<file path="src/rtl/lsu_pkg.sv">
// Shared state encoding, access-size constants and address helpers for the
// load/store unit and its load aligner.
package lsu_pkg;

    typedef enum logic [2:0] {
        IDLE,
        LD_A,
        LD_B,
        LD_FIN,
        ST
    } lsu_state_e;

    localparam logic [2:0] SZ_B = 3'd1;
    localparam logic [2:0] SZ_H = 3'd2;
    localparam logic [2:0] SZ_W = 3'd4;

    // Any size other than byte or halfword is a word access.
    function automatic logic [2:0] norm_size(input logic [2:0] size);
        return (size == SZ_B || size == SZ_H) ? size : SZ_W;
    endfunction

    function automatic logic crosses_word(input logic [1:0] offset, input logic [2:0] size);
        return ({2'b00, offset} + {1'b0, size}) > 4'd4;
    endfunction

    // Sizes are powers of two, so addr % size is the offset masked by size-1.
    function automatic logic is_aligned(input logic [1:0] offset, input logic [2:0] size);
        return (offset & (size[1:0] - 2'd1)) == 2'd0;
    endfunction

endpackage

</file>
<file path="src/rtl/load_extract.sv">
// Combinational load aligner: selects size bytes starting at offset from the
// little-endian pair {w1, w0} and zero- or sign-extends them to 32 bits.
module load_extract
    import lsu_pkg::*;
(
    input  logic [31:0] w0,
    input  logic [31:0] w1,
    input  logic [1:0]  offset,
    input  logic [2:0]  size,
    input  logic        is_unsigned,
    output logic [31:0] result
);

    logic [31:0] window;

    assign window = 32'({w1, w0} >> {offset, 3'b000});

    always_comb begin
        // NOTE: assign a default before the case so no path leaves result unassigned (no latch).
        result = window;
        case (size)
            SZ_B:    result = {{24{~is_unsigned & window[7]}}, window[7:0]};
            SZ_H:    result = {{16{~is_unsigned & window[15]}}, window[15:0]};
            default: ;
        endcase
    end

endmodule

</file>
<file path="src/rtl/load_store_unit.sv">
// Load/store unit driving a synchronous data memory: loads may span two words,
// misaligned stores are split into single-byte writes.
module load_store_unit
    import lsu_pkg::*;
(
    input  logic        clk,
    input  logic        rst_n,
    input  logic        req_valid,
    output logic        req_ready,
    input  logic        req_is_store,
    input  logic [2:0]  req_size,
    input  logic        req_unsigned,
    input  logic [31:0] req_addr,
    input  logic [31:0] req_wdata,
    output logic        resp_valid,
    output logic [31:0] resp_rdata,
    output logic        mem_read,
    output logic        mem_write,
    output logic [2:0]  xfer_size,
    output logic [31:0] mem_addr,
    output logic [31:0] mem_wdata,
    input  logic [31:0] mem_rdata
);

    lsu_state_e  state;
    logic [31:0] addr_q;
    logic [31:0] wdata_q;
    logic [31:0] w0_q;
    logic [2:0]  size_q;
    logic        unsigned_q;
    logic [1:0]  k_q;

    logic        span;
    logic        aligned;
    logic        last_byte;
    logic [31:0] word0;
    logic [31:0] ext_w0;
    logic [31:0] load_result;

    assign word0     = {addr_q[31:2], 2'b00};
    assign span      = crosses_word(addr_q[1:0], size_q);
    assign aligned   = is_aligned(addr_q[1:0], size_q);
    assign last_byte = aligned || (k_q == size_q[1:0] - 2'd1);
    assign req_ready = (state == IDLE);

    // Without a span the only word fetched is the one arriving in LD_FIN.
    assign ext_w0 = span ? w0_q : mem_rdata;

    load_extract u_load_extract (
        .w0          (ext_w0),
        .w1          (mem_rdata),
        .offset      (addr_q[1:0]),
        .size        (size_q),
        .is_unsigned (unsigned_q),
        .result      (load_result)
    );

    always_comb begin
        mem_read  = 1'b0;
        mem_write = 1'b0;
        xfer_size = 3'd0;
        mem_addr  = 32'd0;
        mem_wdata = 32'd0;
        case (state)
            LD_A: begin
                mem_read  = 1'b1;
                xfer_size = SZ_W;
                mem_addr  = word0;
            end
            LD_B: begin
                mem_read  = 1'b1;
                xfer_size = SZ_W;
                mem_addr  = word0 + 32'd4;
            end
            ST: begin
                mem_write = 1'b1;
                if (aligned) begin
                    xfer_size = size_q;
                    mem_addr  = addr_q;
                    mem_wdata = wdata_q;
                end else begin
                    xfer_size = SZ_B;
                    mem_addr  = addr_q + 32'(k_q);
                    mem_wdata = {24'd0, 8'(wdata_q >> {k_q, 3'b000})};
                end
            end
            default: ;
        endcase
    end

    always_ff @(posedge clk or negedge rst_n) begin
        if (!rst_n) begin
            state      <= IDLE;
            addr_q     <= 32'd0;
            wdata_q    <= 32'd0;
            w0_q       <= 32'd0;
            size_q     <= 3'd0;
            unsigned_q <= 1'b0;
            k_q        <= 2'd0;
            resp_valid <= 1'b0;
            resp_rdata <= 32'd0;
        end else begin
            // NOTE: non-blocking assignments so every register samples pre-edge values.
            resp_valid <= 1'b0;
            case (state)
                IDLE: begin
                    if (req_valid) begin
                        addr_q     <= req_addr;
                        wdata_q    <= req_wdata;
                        size_q     <= norm_size(req_size);
                        unsigned_q <= req_unsigned;
                        k_q        <= 2'd0;
                        state      <= req_is_store ? ST : LD_A;
                    end
                end
                LD_A: state <= span ? LD_B : LD_FIN;
                LD_B: begin
                    w0_q  <= mem_rdata;
                    state <= LD_FIN;
                end
                LD_FIN: begin
                    resp_valid <= 1'b1;
                    resp_rdata <= load_result;
                    state      <= IDLE;
                end
                ST: begin
                    k_q <= k_q + 2'd1;
                    if (last_byte) begin
                        resp_valid <= 1'b1;
                        resp_rdata <= 32'd0;
                        state      <= IDLE;
                    end
                end
                default: state <= IDLE;
            endcase
        end
    end

endmodule

</file>
<file path="config.mk">
export PLATFORM = sky130hd
export DESIGN_NAME = load_store_unit
export DESIGN_NICKNAME = d
export VERILOG_FILES = /design/src/rtl/lsu_pkg.sv /design/src/rtl/load_extract.sv /design/src/rtl/load_store_unit.sv
export SDC_FILE = /design/constraint.sdc
export NUM_CORES = 1
export LEC_CHECK = 0
export ABC_CLOCK_PERIOD_IN_PS = 3600
export CAP_MARGIN = 5
export CORE_MARGIN = 2
export CORE_UTILIZATION = 40
export DETAILED_ROUTE_END_ITERATION = 12
export PLACE_DENSITY = 0.74
export SLEW_MARGIN = 20
export SYNTH_ARGS = -nofsm -noshare
export SYNTH_HDL_FRONTEND = slang
export SYNTH_HIERARCHICAL = 1
export SYNTH_SLANG_ARGS = --single-unit
</file>
<file path="constraint.sdc">
create_clock -name clk -period 3.6 [get_ports clk]
set_input_delay 0.54 -clock clk [delete_from_list [all_inputs] [get_ports clk]]
set_output_delay 0.54 -clock clk [all_outputs]
set_load 0.02 [all_outputs]
</file>
==> results.md <==
- The run finished with clean final reports.
- Summed over all cells, the static leakage comes to 5.42 nW.
- The critical path's top delay family is simple AND/OR/NAND/NOR gates.
- The die outline area is 23100 sq um.
- The site row count is 54.
- The share of synthesized area in the top cell type comes to 0.394.
- Routability-driven placement finished with a final weighted congestion of 0.898.
- For this configuration, the core starts out at a cell density of 0.404.
- The number of global-route vias before repair came to 8120.
- The residual DRC count is 0.
- The wire length of the first global-routing pass is 44.1 mm.
- Dividing the detail-routed wire length by the instance count gives 18.2 um.
- In this run the critical register-to-register path is captured at resp_rdata[20].
- The final non-filler cell total is 1513.
- The total power draw is 11.0 mW.
- The most frequent standard cell in the layout excluding fill and tap cells is sky130_fd_sc_hd__nand2_1.
- The minimum clock period is 3.47 ns.
- The top cell type by total area after synthesis is sky130_fd_sc_hd__dfrtp_1.
- Clock-pin slew was measured on the worst setup and hold paths at 0.06 ns.
- At the end of the flow, the number of nets in the layout was 1332.
- The peak clock frequency supported by timing is 288 MHz.
- The Yosys warning count is 6.
- The number of antenna-violating nets in the routed design is 0.
- Setup repair after global routing left no endpoint under its margin.
- The critical path is of the reg2out type.
- The clock arrives with 0.00992 ns of skew.
- The total routing resource utilization after global routing is 0.236.
- The latest clock arrival within the worst-skew pair is 0.43 ns.
- The category of the worst setup path capture point is a primary output.
- The critical path goes through inv_1 > ha_2 > or2_2 > o2111ai_2 > or3_4 > nor2_1 > xnor2_1 > o21ai_0 > dlygate4sd2_1.
- The number of H-tree levels is 4.
- The clock root buffer master is sky130_fd_sc_hd__clkbuf_16.
- The kind of start point of the critical path is a register.
- The critical path's slowest cell is sky130_fd_sc_hd__or3_4.
- The number of nets produced by synthesis is 1157.
- At the pin with the least slew margin, the transition time is 0.852 ns.
- The worst reg-to-reg path cell count is 11.
- Relative to the synthesized area, the layout overhead comes to 34.2%.
- The number of maximum-capacitance violations is 0.
- Buffers placed on the I/O ports in this run total 206.
- Summed over all nets, the half-perimeter wirelength after detailed placement is 19.4 mm.
- The top cell types in the final layout, fill and taps aside, are sky130_fd_sc_hd__nand2_1 (337), sky130_fd_sc_hd__clkdlybuf4s50_1 (180), sky130_fd_sc_hd__dfrtp_1 (134), sky130_fd_sc_hd__o21ai_0 (72), sky130_fd_sc_hd__mux2_2 (58).
- Detailed routing inserted a total of 8482 vias.
- After synthesis, the netlist uses 65 different library cells.
- In this run the count of I/O pins placed on the die edge is 207.
- The number of buffers on the longest clock path is 2.
- Summed over all layers, the global routing overflow is 0.
- Across all register-to-register paths, the minimum setup slack is 0.15 ns.
- The final antenna diode count is 0.
- Counting every sink on the clock net gives 138.
- The power density normalized to cell area is 938 nW/um^2.
- The layout filler cell count is 2007.
- The number of antenna violations at the first check in global routing was 0.
- The region available for standard cell placement spans 21700 sq um.
- For this block, the routed nets add up to 27.5 mm of wire.
- The hold violation count in the final report came to 0.
- Yosys attributes the largest share of cell area to sky130_fd_sc_hd__dfrtp_1 (39%), sky130_fd_sc_hd__nand2_1 (14%), sky130_fd_sc_hd__mux2_2 (7.7%), sky130_fd_sc_hd__mux2i_1 (4.2%), sky130_fd_sc_hd__o21ai_0 (4.2%).
- Dividing the final minimum period by the clock period gives 0.965.
- The register bit count reported by yosys is 138.
- The worst stage delay on the critical path is 0.44 ns.
- The biggest fanout along the worst timing path is 12.
- At the worst endpoint, the arrival time is 2.93 ns.
- The die is 152 um tall.
- The class of the most critical hold timing path is in2async.
- The clock tree from TritonCTS is yes.
- Before antenna repair, the detailed router went through 5 iterations.
- After the first detailed-routing iteration, the DRC count stood at 663.
- The required time of the critical path is 3.06 ns.
- The number of enable-type register cells in the synthesized netlist is 0.
- The final cell utilization of the core is 0.542.
- The synthesized instance count is 1045.
- The fraction of the yosys area taken by sequential cells is 0.394.
- Summing all flip-flop and latch instances after layout gives 3460 sq um.
- The worst register-to-register path begins at addr_q[0].
- The worst-case IR drop observed on VDD is 0.000466 V.
- The mean instance size in the synthesized netlist is 8.38 sq um.
- The per-cell via count in the routed design is 5.61.
- Setup violations remaining at the end of the flow were counted as 0.
- Counting both buffers and inverters, the worst setup path holds a total of 2.
- Headroom to the max-slew limit came out at 0.430.
- The multi-input logic area is 4940 sq um.
- The share of post-route cells with drive strength above 1 is 0.133.
- The TritonCTS buffer count is 17.
- The leading register cell type out of synthesis is sky130_fd_sc_hd__dfrtp_1.
- The mapped netlist covers 8760 sq um.
- Counting flops with an async set or reset pin after synthesis yields a share of 1.00.
- The number of pins with negative max-slew slack in the final report was 0.
- In this run, placement finished with an instance count of 1477.
- The horizontal die dimension is 152 um.
- Entering global routing, the biggest net connects 77 pins.
## how the worst max path moves through the flow
stage	start	to	slack, ns	depth (start not counted)
final	size_q[0]	mem_addr[13]	0.13	9
after global routing	size_q[0]	mem_addr[15]	0.007	9
after CTS	size_q[0]	mem_addr[25]	0.004	9
after detailed placement	addr_q[0]	resp_rdata[20]	-0.08	10
after global placement	addr_q[0]	resp_rdata[20]	0.05	10
after floorplan	addr_q[0]	resp_rdata[16]	0.002	12
## cell families after synthesis
group / after synthesis / share of synthesized area
xor+xnor: 32 / 0.0329
buf+inv: 97 / 0.0483
fa+ha+maj: 8 / 0.0131
flops: 138 / 0.394
simple gates: 488 / 0.242
mux: 101 / 0.130
compound gates: 181 / 0.139
## cell type report
cell class	instances	area share
Tap cell	280	0.0298
Timing Repair Buffer	241	0.202
Inverter	12	0.00415
Clock inverter	13	0.0114
Clock buffer	19	0.0385
Sequential cell	138	0.294
Multi-Input combinational cell	810	0.420
## registers in the layout, summed over array words and instances (netlist names)
name,cells
resp_valid,1
k_q,2
w0_q,32
resp_rdata,32
addr_q,32
size_q,3
unsigned_q,1
state,3
wdata_q,32
## power by group
group	internal [mW]	switching (mW)	total, mW
Combinational	2.76	3.42	6.18
Clock	1.01	0.748	1.75
Sequential	2.30	0.796	3.09
Total	6.07	4.96	11.0
## stage by stage
stage                     setup WS [ns]  hold WS [ns]  cell area (sq um)  TNS (ns)
after floorplan                 0.00228         0.244               8760         0
after global placement           0.0530         0.454              11100         0
after detailed placement        -0.0821         0.463              11100    -0.636
after CTS                       0.00410         0.161              11700         0
after global routing            0.00672         0.183              11800         0
final                             0.125         0.128              11800         0
## routing by layer
layer,share of wire,global-route usage,up-vias
li1,-,-,3964
met1,0.42,0.312,4096
met2,0.47,0.384,375
met3,0.077,0.0556,47
met4,0.023,0.0743,0
met5,0,0,-
## synthesized netlist by cell type, drive strengths merged, types with 2 or more instances
library cell and n:
nand2 338, dfrtp 138, o21ai 74, mux2 60
clkbuf 53, mux2i 37, a22o 34, and3 34
nor2 33, buf 32, nand3 21, a21oi 18
xor2 17, nand4 16, nor3 15, xnor2 15
a22oi 13, inv 12, a31oi 7, o221ai 7
or3 7, ha 6, and4 5, nor2b 5
mux4 4, nor4 4, nand2b 3, o31ai 3
a211oi 2, a21o 2, a221oi 2, a41oi 2
and2 2, fa 2, o2111ai 2, or2 2
## repair_timing
item,CTS,global route
pin swaps,1,2
setup endpoints to repair,32,47
hold buffers,0,0
resized for setup,18,28
cloned,0,0
buffers inserted,1,3
Note: power is estimated with default switching activity, not from simulation.
